File: config.mk
export PLATFORM = sky130hd
export DESIGN_NAME = sign_mag_to_twos
export DESIGN_NICKNAME = d
export VERILOG_FILES = /design/src/rtl/ldpc_pkg.sv /design/src/rtl/sm2tc_lane.sv /design/src/rtl/sign_mag_to_twos.sv
export SDC_FILE = /design/constraint.sdc
export NUM_CORES = 1
export LEC_CHECK = 0
export BUFFER_PORTS_ARGS = -buffer_cell sky130_fd_sc_hd__buf_4
export CAP_MARGIN = 10
export CORE_AREA = 2 2 39 41
export DETAILED_ROUTE_END_ITERATION = 10
export DIE_AREA = 0 0 41 43
export GPL_TIMING_DRIVEN = 0
export SLEW_MARGIN = 30
export SYNTH_ARGS = -nofsm -noshare
export SYNTH_HDL_FRONTEND = slang
export SYNTH_SLANG_ARGS = --single-unit
File: constraint.sdc
create_clock -name clk -period 1.65 [get_ports clk]
set_input_delay 0.0825 -clock clk [delete_from_list [all_inputs] [get_ports clk]]
set_output_delay 0.0825 -clock clk [all_outputs]
set_load 0.1 [all_outputs]
File: src/rtl/ldpc_pkg.sv
// Shared constants and helpers for the LDPC message datapath.
package ldpc_pkg;

    // Default soft-message width: one sign bit plus four magnitude bits.
    localparam int unsigned MsgWidth = 5;

    function automatic int unsigned mag_width(input int unsigned w);
        return w - 1;
    endfunction

endpackage

File: src/rtl/sm2tc_lane.sv
// Combinational sign-magnitude to two's-complement converter for one word.
module sm2tc_lane
    import ldpc_pkg::*;
#(
    parameter int unsigned W = MsgWidth
) (
    input  logic [W-1:0] in_word,
    output logic [W-1:0] out_word
);

    localparam int unsigned M = mag_width(W);

    logic         sign;
    logic [M-1:0] mag;
    logic [W-1:0] mag_ext;
    logic [W-1:0] mag_neg;

    assign sign    = in_word[W-1];
    assign mag     = in_word[M-1:0];
    assign mag_ext = {1'b0, mag};
    assign mag_neg = ~mag_ext + W'(1);

    // Negative zero maps to zero, so the most-negative code is never produced.
    always_comb begin
        out_word = mag_ext;
        if (sign && (mag != '0)) begin
            out_word = mag_neg;
        end
    end

endmodule

File: src/rtl/sign_mag_to_twos.sv
// Converts LANES packed sign-magnitude words to two's complement with one register stage.
module sign_mag_to_twos
    import ldpc_pkg::*;
#(
    parameter int unsigned W     = MsgWidth,
    parameter int unsigned LANES = 1
) (
    input  logic               clk,
    input  logic               rst,
    input  logic               in_valid,
    input  logic [W*LANES-1:0] in_data,
    output logic               out_valid,
    output logic [W*LANES-1:0] out_data
);

    logic [W*LANES-1:0] conv_data;
    logic               valid_d, valid_q;
    logic [W*LANES-1:0] data_d, data_q;

    for (genvar i = 0; i < LANES; i++) begin : g_lane
        sm2tc_lane #(
            .W(W)
        ) u_lane (
            .in_word (in_data[i*W +: W]),
            .out_word(conv_data[i*W +: W])
        );
    end

    // Data holds while the input is idle.
    always_comb begin
        valid_d = in_valid;
        data_d  = data_q;
        if (in_valid) begin
            data_d = conv_data;
        end
    end

    always_ff @(posedge clk) begin
        if (rst) begin
            valid_q <= 1'b0;
            data_q  <= '0;
        end else begin
            valid_q <= valid_d;
            data_q  <= data_d;
        end
    end

    assign out_valid = valid_q;
    assign out_data  = data_q;

endmodule

==> results of run 1 <==
[registers in the layout, summed over array words and instances, names as in the netlist]
name and count:
out_valid 1, out_data 5
[cells in the mapped netlist (all sizes together)]
library cell,n
a21oi,1
a211o,1
ha,1
dfxtp,6
inv,4
or3b,1
o21ai,2
nor3,1
clkbuf,1
o21bai,1
nor2b,1
a311oi,3
nand2b,1
nor2,4
mux2i,1
a21o,1
or3,1
nand3,2
[power by group through the flow]
stage | combinational, uW | clock [uW] | sequential [uW]
global placement | 134 | 0 | 162
CTS | 135 | 139 | 160
global route | 141 | 142 | 161
floorplan | 28.7 | 0 | 231
detailed placement | 135 | 0 | 162
finish | 134 | 130 | 160
[cell type report]
| class | instances | area [um^2] | share of cell area, % |
|---|---|---|---|
| multi-input cells | 22 | 153.9 | 36.18 |
| flip-flops and latches | 6 | 120.1 | 28.24 |
| repair buffers | 12 | 90.09 | 21.18 |
| clock buffers | 3 | 22.52 | 5.294 |
| well taps | 16 | 20.02 | 4.706 |
| inverters | 4 | 15.01 | 3.529 |
| plain buffers | 1 | 3.754 | 0.8824 |
[metal layers]
metal	track usage (%)	vias to the layer above
met3	0	0
met5	0	-
met1	10.32	122
met4	12.00	0
met2	8.750	10
li1	-	147
[worst paths after layout]
| path | start | endpoint | slack, ns | cells past startpoint |
|---|---|---|---|---|
| min | rst | out_data[1] | 0.05 | 2 |
| max reg2reg | out_data[3] | out_data[3] | 0.95 | 2 |
| min reg2reg | out_data[4] | out_data[4] | 0.47 | 2 |
| max | in_data[1] | out_data[1] | 0.55 | 6 |
[kinds of logic after synthesis]
group | Yosys count | synth area share [%]
buffers and inverters | 5 | 6.408
multiplexers | 1 | 3.419
adder cells (fa/ha/maj) | 1 | 4.273
flip-flops | 6 | 41.03
AND/OR/NAND/NOR | 11 | 20.51
AO/OA/AOI/OAI | 9 | 24.36
[metrics by stage]
step / worst slack (ns) / hold WS [ns]
floorplan: 0.2901 / 0.1504
global placement: 0.3191 / 0.2982
detailed placement: 0.2943 / 0.2996
CTS: 0.5474 / 0.04288
global route: 0.5021 / 0.04513
finish: 0.5457 / 0.05272
==> results.md, run 1 <==
* NumNets Final at 59
* Synth area leader: dfxtp_1
* Via-to-Cell Ratio at 4.359
* Diodes inserted at 0
* TritonRoute pass-1 iters at 1
* Max Buffers Root-to-Sink at 2
* F_max at 905.6 MHz
* Seq/Total Area, Yosys at between 40% and 50%
* Initial antenna violation count at 0
* CTS Hold Bufs at 0
* Most frequent cells in the layout: 12 x buf_4, 6 x dfxtp_1, 4 x inv_1, 4 x nor2_1, 3 x clkbuf_4
* Die area at 1763 um^2
* Cts repair resizes at 0
* H-tree levels at 1
* Clock share of power at 30.7%
* Met2 Wirelength at around 240 um
* Synth top area share at 41.03%
* Status: complete, no violations
* CTS Root Cell: clkbuf_4
* Area grow syn2layout at 45.30%
* Critical path, cell by cell: buf_4 > inv_1 > ha_1 > or3b_4 > a21o_1 > a311oi_2
* Core outline area at 1384 um^2
* First-pass GRT wire length at 876 um
* Initial core utilization at 21.16%
* Leak at ~0.00020 uW
* Number of setup violations in the final report at 0
* CTS Sinks at 6
* Crit path max fanout at 4
* Slew HR at 71.52%
* GRT overflow at 0
* Share of cells above drive strength 1 at a little over a third
* Syn Inst Count at 33
* PwrDens at between 900 and 1000 nW/um^2
* Yosys warnings at 0
* Worst-path clk slew at roughly 0.040 ns
* Top post-synthesis cells by area: dfxtp_1 41%, a311oi_1 6.0%, a311oi_2 5.1%
* Setup total negative slack at 0 ns
* Final Slew Violations at 0
* Total power at 424.4 uW
* Worst path buffer plus inverter count at 2
* Most common cell after layout, fill and taps aside: buf_4
* Final wirelength at between 500 and 600 um
* CTS tree: yes
* Syn nets at 42
* CP Data Arrival Time at 1.26 ns
* Drt drc at 0
* Routed wl met3 at 51 um
* Flop and latch count out of synthesis at 6
* Sw frac at a little over a third
* Clock latency on the worst-skew pair at 0.24 ns
* Largest stage delay, worst path at 0.40 ns
* Worst Path Required at 1.80 ns
* Final Non-Filler Cells at 64
* Flop pwr share at 37.6%
* RSZ-0062 raised after global routing: no
* Logic pwr share at a little under a third
* Final hold viol count at 0
* Maximum vdd ir drop at 0.0001982 V
* Measured slew at the worst slew-check pin at 0.4272 ns
* DR vias at about 280
* Final Util at 30.74%
* Area after DPL at 402.9 um^2
* Cell family with most CP delay: compound AO/OA/AOI/OAI gates
* # fillers at 150
* Top routing layer used: met3
* Layout Skew at 0 ns
* Final ANT Viol Nets at 0
* Post-synthesis cell type count at 19
* IO Pins at 14
* Pint at 274.6 uW
* Critical path type: in -> reg
* GP Congestion at 0.6578
* Die Y at 43 um
* Maxcap violations at 0
* CP Launch Type: primary input
* Avg Synthesized Cell Area at 8.872 um^2
* Switching power at 149.8 uW
* Initial DRC count at 0
* Met1 wire length at 301 um
* Cell row count at 14
* Vias in the first global route at ~230
* Average wire per cell in the routed design at approximately 9.3 um
* Crit path max-delay cell type: or3b_4
* DP Cell Count at 61
* Min Tclk post-route at around 1.1 ns
* Port-buffer cells at 12
* Total CTS buffers at 3
* Hold Path Class: in -> reg
* Hpwl dp at between 400 and 500 um
* Postcts setup bufs at 0
* Final instance area at 425.4 um^2
* Largest net degree at the start of global routing at 11
* Die Wd at 41 um
* CP Capture Type: flop
* GRT Total Usage at around 7.8%
* Mapped cell area at 292.8 um^2
* Fin crit share at 66.93%
Note: power is estimated with default switching activity, not from simulation.
==> run 2, diff against run 1 <==
--- a/config.mk
+++ b/config.mk
@@ -5,6 +5,7 @@
 export SDC_FILE = /design/constraint.sdc
 export NUM_CORES = 1
 export LEC_CHECK = 0
+export ABC_AREA = 1
 export BUFFER_PORTS_ARGS = -buffer_cell sky130_fd_sc_hd__buf_4
 export CAP_MARGIN = 10
 export CORE_AREA = 2 2 39 41
==> constraint.sdc (replaced) <==
create_clock -name clk -period 1.1 [get_ports clk]
set_input_delay 0.055 -clock clk [delete_from_list [all_inputs] [get_ports clk]]
set_output_delay 0.055 -clock clk [all_outputs]
set_load 0.1 [all_outputs]
==> results.md, run 2 <==
* Number of setup violations in the final report at 0 (unchanged)
* Multiplexer share of the synthesized area at 0% (-3.4 points)
* Worst path buffer plus inverter count at 1 (-1)
* Core outline area at 1384 um^2 (unchanged)
* CP Data Arrival Time at 0.83 ns (-0.43 ns)
* Largest family of logic cells by synthesized area: simple AND/OR/NAND/NOR gates
* Postcts setup bufs at 0 (unchanged)
* CTS Hold Bufs at 1 (+1)
* Post-synth top flop: dfxtp_1
* Final ANT Viol Nets at 0 (unchanged)
* Sequential cell area at 126.4 um^2 (+5.2%)
* RSZ-0062 raised after global routing: no
* Yosys warnings at 0 (unchanged)
* Pint at 420.7 uW (+53%)
* Maxcap violations at 0 (unchanged)
* Number of flops mapped to enable cells by yosys at 0 (unchanged)
* Min Tclk post-route at about 0.89 ns
* Initial core utilization at 21.43% (+0.27 points)
* Initial antenna violation count at 0 (unchanged)
* TritonRoute pass-1 iters at 4 (+3)
* Vias in the first global route at 253 (+10%)
* Syn Inst Count at 41 (+24%)
* Register-to-Register Path Depth at 2 (unchanged)
* Xor and xnor fraction of the mapped netlist area at 2.954% (+3.0 points)
* H-tree levels at 1 (unchanged)
* Synth area leader: dfxtp_1
* Synth Area in Compound Gates at 13.92% (-10 points)
* Critical path, cell by cell: buf_4
* Port-buffer cells at 13 (+1)
* F_max at 1127 MHz
* Largest stage delay, worst path at 0.32 ns (-0.08 ns)
* CP Launch Type: flop
* Crit path from: out_data[2]
* Maximum vdd ir drop at 0.0003191 V (+61%)
* NumNets Final at 69 (+17%)
* Diodes inserted at 0 (unchanged)
* CTS Root Cell: clkbuf_4
* Slew HR at 81.54% (+10 points)
* Top post-synthesis cells by count: 7 x inv_1, 7 x nand2_1, 6 x dfxtp_1
* Hpwl dp at 521.7 um (+8.4%)
* Avg Synthesized Cell Area at 7.233 um^2 (-18%)
* Most common cell after layout, fill and taps aside: buf_4
* GRT overflow at 0 (unchanged)
* Average wire per cell in the routed design at 8.676 um (-6.4%)
* Syn nets at 50 (+19%)
* Initial DRC count at 4 (+4)
* Leak at 0.0002378 uW (+20%)
* CP Capture Type: output port
* Largest net degree at the start of global routing at 11 (unchanged)
* Flop and latch count out of synthesis at 6 (unchanged)
* PwrDens at 1447 nW/um^2 (+45%)
* GP Congestion at 0.6734 (+2.4%)
* Worst Setup EP: out_data[2]
* Worst Path Required at 1.04 ns (-0.76 ns)
* Total CTS buffers at 3 (unchanged)
* RR Endpoint: out_data[0]
* Synth async-reset ratio at 0% (unchanged)
* Cell row count at 14 (unchanged)
* Cts repair resizes at 0 (unchanged)
* Worst-path clk slew at 0.04 ns (about the same)
* Measured slew at the worst slew-check pin at 0.2791 ns (-0.1481 ns)
* Drt drc at 0 (unchanged)
* Multi-input logic area at 135.1 um^2 (-12%)
* # fillers at 158 (+5.3%)
* Switching power at 234.9 uW (+57%)
* Fin crit share at 80.68%
* Die Wd at 41 um (unchanged)
* Post-synthesis adder-cell area fraction at 4.219% (-0.054 points)
* Most frequent cells in the layout: 13 x buf_4, 7 x inv_1, 7 x nand2_1
* CTS Sinks at 6 (unchanged)
* Instance count on the critical path at 1 (-5)
* Sw frac at 35.83% (+0.54 points)
* Post-synthesis cell type count at 14 (-5)
* Die area at 1763 um^2 (unchanged)
* Setup total negative slack at 0 ns (unchanged)
* RR Startpoint: out_data[0]
* Max Buffers Root-to-Sink at 2 (unchanged)
* GRT Total Usage at 8.954% (+1.1 points)
* Clock latency on the worst-skew pair at 0.23 ns (about the same)
* Crit path max fanout at 2 (-2)
* Clock share of power at 29.1% (-1.6 points)
* Simple-gate share of the synthesized area at 24.47% (+4.0 points)
* Layout Skew at 0 ns (unchanged)
* Status: complete, no violations
* Logic pwr share at 33.7% (+2.0 points)
* Top post-synthesis cells by area: dfxtp_1 41%, inv_1 8.9%, nand2_1 8.9%
* DR vias at 301 (+7.9%)
* Critical path type: reg -> out
* WHS at 0.09219 ns (+0.03947 ns)
* IO Pins at 14 (unchanged)
* Synth top area share at 40.51% (-0.52 points)
* Crit path max-delay cell type: dfxtp_2
* Hold Path Class: in -> reg
* Area grow syn2layout at 52.74%
* Cell family with most CP delay: flip-flops
* Share of cells above drive strength 1 at 41.38% (+6.0 points)
* Max reg flops at 5 (unchanged)
* Final Slew Violations at 0 (unchanged)
* First-pass GRT wire length at 1.007 mm (+15%)
* Die Y at 43 um (unchanged)
* Seq/Total Area, Yosys at 40.51% (-0.52 points)
* Flop pwr share at 37.1% (-0.5 points)
* Mapped cell area at 296.5 um^2 (+1.3%)
* Final hold viol count at 0 (unchanged)
* CTS tree: yes
* Worst reg2reg setup slack at 0.44 ns (-0.51 ns)
* Final wirelength at 642 um (+8.3%)
* Via-to-Cell Ratio at 4.068 (-6.7%)
run 2: worst min path at each step:
stage                  end  depth (start not counted)  startpoint
2_1_floorplan    out_valid                          1         rst
3_3_place_gp     out_valid                          2         rst
3_5_place_dp     out_valid                          2         rst
4_1_cts        out_data[1]                          3  in_data[1]
5_1_grt        out_data[1]                          3  in_data[1]
6_report       out_data[1]                          3  in_data[1]
run 2: area by class of cell:
class / instances / area share [%]
Multi-Input combinational cell: 26 / 29.83
Sequential cell: 6 / 27.90
Timing Repair Buffer: 14 / 23.76
Inverter: 8 / 6.630
Clock buffer: 3 / 4.972
Tap cell: 16 / 4.420
Buffer: 1 / 2.486
run 2: power groups by stage:
stage	combinational, uW	sequential (uW)	clock (uW)
finish	221	243	191
global route	237	245	218
CTS	222	244	206
detailed placement	219	247	0
global placement	216	247	0
floorplan	47.2	361	0
run 2: through the flow:
step           cell area [um^2]  setup WS (ns)  utilization [%]  std cells  total power, uW
2_1_floorplan             302.8         0.1192                -         41            408.1
3_3_place_gp              420.4         0.1965            30.38         70            463.8
3_5_place_dp              420.4         0.1870            30.38         70            466.2
4_1_cts                   452.9         0.1992            32.73         74            672.0
5_1_grt                   452.9         0.1426            32.73         74            698.9
6_report                  452.9         0.2125            32.73         74            655.6
run 2: logic make-up after synthesis:
logic type                 count (synthesis)
adders and majority gates                  1
DFF                                        6
and+or+nand+nor                           16
AOI/OAI and AO/OA                          8
xor gates and xnor gates                   1
buffers and inverters                      9
run 2: per-layer routing:
layer	track usage, %	vias to the layer above	share of wire (%)
met5	0	-	0
met4	8.000	0	0
met3	3.141	0	12
met2	10.63	14	40
met1	11.97	122	48
li1	-	165	-
==> run 3, diff against run 2 <==
==> constraint.sdc (replaced) <==
create_clock -name clk -period 0.9 [get_ports clk]
set_input_delay 0.045 -clock clk [delete_from_list [all_inputs] [get_ports clk]]
set_output_delay 0.045 -clock clk [all_outputs]
set_load 0.1 [all_outputs]
==> results.md, run 3 (synthesized netlist as in run 2, its figures left out) <==
* Most common cell after layout, fill and taps aside: buf_4
* Clock share of power at 32.1% (+3.0 points)
* Worst-path clk slew at 0.05 ns (about the same)
* CP Capture Type: output port
* Port-buffer cells at 13 (unchanged)
* CP Data Arrival Time at 0.82 ns (about the same)
* Max Buffers Root-to-Sink at 2 (unchanged)
* Worst Setup EP: out_valid
* Final Util at 35.53% (+2.8 points)
* TritonRoute pass-1 iters at 3 (-1)
* Final wirelength at 654 um (+1.9%)
* Diodes inserted at 0 (unchanged)
* Crit path max fanout at 1 (-1)
* DP Cell Count at 70 (unchanged)
* Min Tclk post-route at 0.8623 ns
* Cell family with most CP delay: flip-flops
* RSZ-0062 raised after global routing: no
* Instance count on the critical path at 1 (unchanged)
* F_max at 1160 MHz
* H-tree levels at 1 (unchanged)
* NumNets Final at 69 (unchanged)
* Share of cells above drive strength 1 at 44.07% (+2.7 points)
* GRT Total Usage at 8.835% (-0.12 points)
* Worst Path Required at 0.85 ns (-0.19 ns)
* Worst path buffer plus inverter count at 1 (unchanged)
* Maxcap violations at 0 (unchanged)
* Area grow syn2layout at 65.82%
* Die Wd at 41 um (unchanged)
* Vias in the first global route at 293 (+16%)
* Total CTS buffers at 3 (unchanged)
* Most frequent cells in the layout: 8 x buf_4, 7 x nand2_1, 6 x inv_1, 6 x buf_6, 5 x dfxtp_4
* Max reg flops at 5 (unchanged)
* CP Launch Type: flop
* Maximum vdd ir drop at 0.0006627 V (+110%)
* CTS Root Cell: clkbuf_4
* Initial antenna violation count at 0 (unchanged)
* Initial core utilization at 21.43% (unchanged)
* CTS tree: yes
* Register-to-Register Path Depth at 2 (unchanged)
* Die area at 1763 um^2 (unchanged)
* GRT overflow at 0 (unchanged)
* Average wire per cell in the routed design at 8.720 um (+0.51%)
* Largest net degree at the start of global routing at 11 (unchanged)
* PwrDens at 1727 nW/um^2 (+19%)
* DR vias at 316 (+5.0%)
* Setup slack after layout at 0.03770 ns (-0.1748 ns)
* RR Endpoint: out_data[2]
* IO Pins at 14 (unchanged)
* Layout Skew at 0 ns (unchanged)
* Flop pwr share at 34.6% (-2.5 points)
* Final ANT Viol Nets at 0 (unchanged)
* Core outline area at 1384 um^2 (unchanged)
* Cell row count at 14 (unchanged)
* Final Non-Filler Cells at 75 (+1.4%)
* Clock latency on the worst-skew pair at 0.25 ns (+0.02 ns)
* Leak at 0.0002447 uW (+2.9%)
* Number of setup violations in the final report at 0 (unchanged)
* Hold Path Class: in -> reg
* Critical path type: reg -> out
* Drt drc at 0 (unchanged)
* Die Y at 43 um (unchanged)
* Switching power at 311.0 uW (+32%)
* Fin crit share at 95.81%
* GP Congestion at 0.7306 (+8.5%)
* First-pass GRT wire length at 1.048 mm (+4.1%)
* Status: complete, no violations
* Sw frac at 36.63% (+0.80 points)
* Slew HR at 81.68% (+0.14 points)
* Pre-CTS setup slack at -0.001444 ns (-0.1885 ns)
* Measured slew at the worst slew-check pin at 0.2771 ns (-0.002081 ns)
* Via-to-Cell Ratio at 4.213 (+3.6%)
* Crit path max-delay cell type: dfxtp_2
* Initial DRC count at 4 (unchanged)
* Largest stage delay, worst path at 0.30 ns (-0.02 ns)
* Pint at 537.9 uW (+28%)
* Final hold viol count at 0 (unchanged)
* Worst reg2reg setup slack at 0.23 ns (-0.21 ns)
* CTS Sinks at 6 (unchanged)
* Hpwl dp at 519.4 um (-0.44%)
* Logic pwr share at 33.3% (-0.4 points)
* Crit path from: out_valid
* Final Slew Violations at 0 (unchanged)
* RR Startpoint: out_data[2]
* # fillers at 145 (-8.2%)
* Critical path, cell by cell: buf_4
-- run 3: cell types whose count changed in the layout (fill, tap and decap cells not counted), moves of 4 or more --
cell,delta
dfxtp_4,+5
dfxtp_2,-4
buf_6,+5
buf_4,-5
-- run 3: layout make-up --
class,count,area [um^2],area share [%]
buffer,1,11.26,2.290
clock buffer,4,26.28,5.344
inverter,8,32.53,6.616
multi-input combinational,26,135.1,27.48
sequential,6,140.1,28.50
tap,16,20.02,4.071
timing repair buffer,14,126.4,25.70
-- run 3: worst min-delay path by stage --
| stage | start | endpoint | slack, ns | depth (start not counted) |
|---|---|---|---|---|
| global placement | rst | out_valid | 0.22 | 2 |
| CTS | in_data[1] | out_data[1] | 0.06 | 3 |
| finish | in_data[0] | out_data[0] | 0.07 | 3 |
| floorplan | rst | out_valid | 0.11 | 1 |
| detailed placement | rst | out_valid | 0.22 | 2 |
| global route | in_data[0] | out_data[0] | 0.09 | 3 |
-- run 3: power groups by stage --
stage,registers (uW),clock network [uW],logic [uW]
after floorplan,436,0,57.6
after global placement,296,0,265
after detailed placement,296,0,267
after CTS,294,291,282
after global routing,296,297,301
final,294,273,282
-- run 3: repair_timing --
action,4_1_cts,5_1_grt
gates resized for setup,5,3
endpoints found under the hold margin,1,0
hold buffers,1,0
setup endpoints to repair,5,3
cloned,0,0
setup buffers,0,0
-- run 3: layer usage --
metal	up-vias	GRT usage (%)	share of wire (%)	wire (um)
li1	168	-	-	-
met1	140	10.61	46	300
met2	8	12.19	48	315
met3	0	2.094	5.8	38
met4	0	8.000	0	0
met5	-	0	0	0
-- run 3: stage by stage --
| stage | power (uW) | hold slack [ns] | area, um^2 | TNS [ns] |
|---|---|---|---|---|
| global route | 894.1 | 0.08681 | 491.7 | 0 |
| CTS | 866.7 | 0.05724 | 489.2 | 0 |
| finish | 849.0 | 0.07258 | 491.7 | 0 |
| detailed placement | 563.6 | 0.2193 | 434.2 | -0.002201 |
| floorplan | 493.7 | 0.1088 | 316.6 | 0 |
| global placement | 560.5 | 0.2170 | 434.2 | 0 |
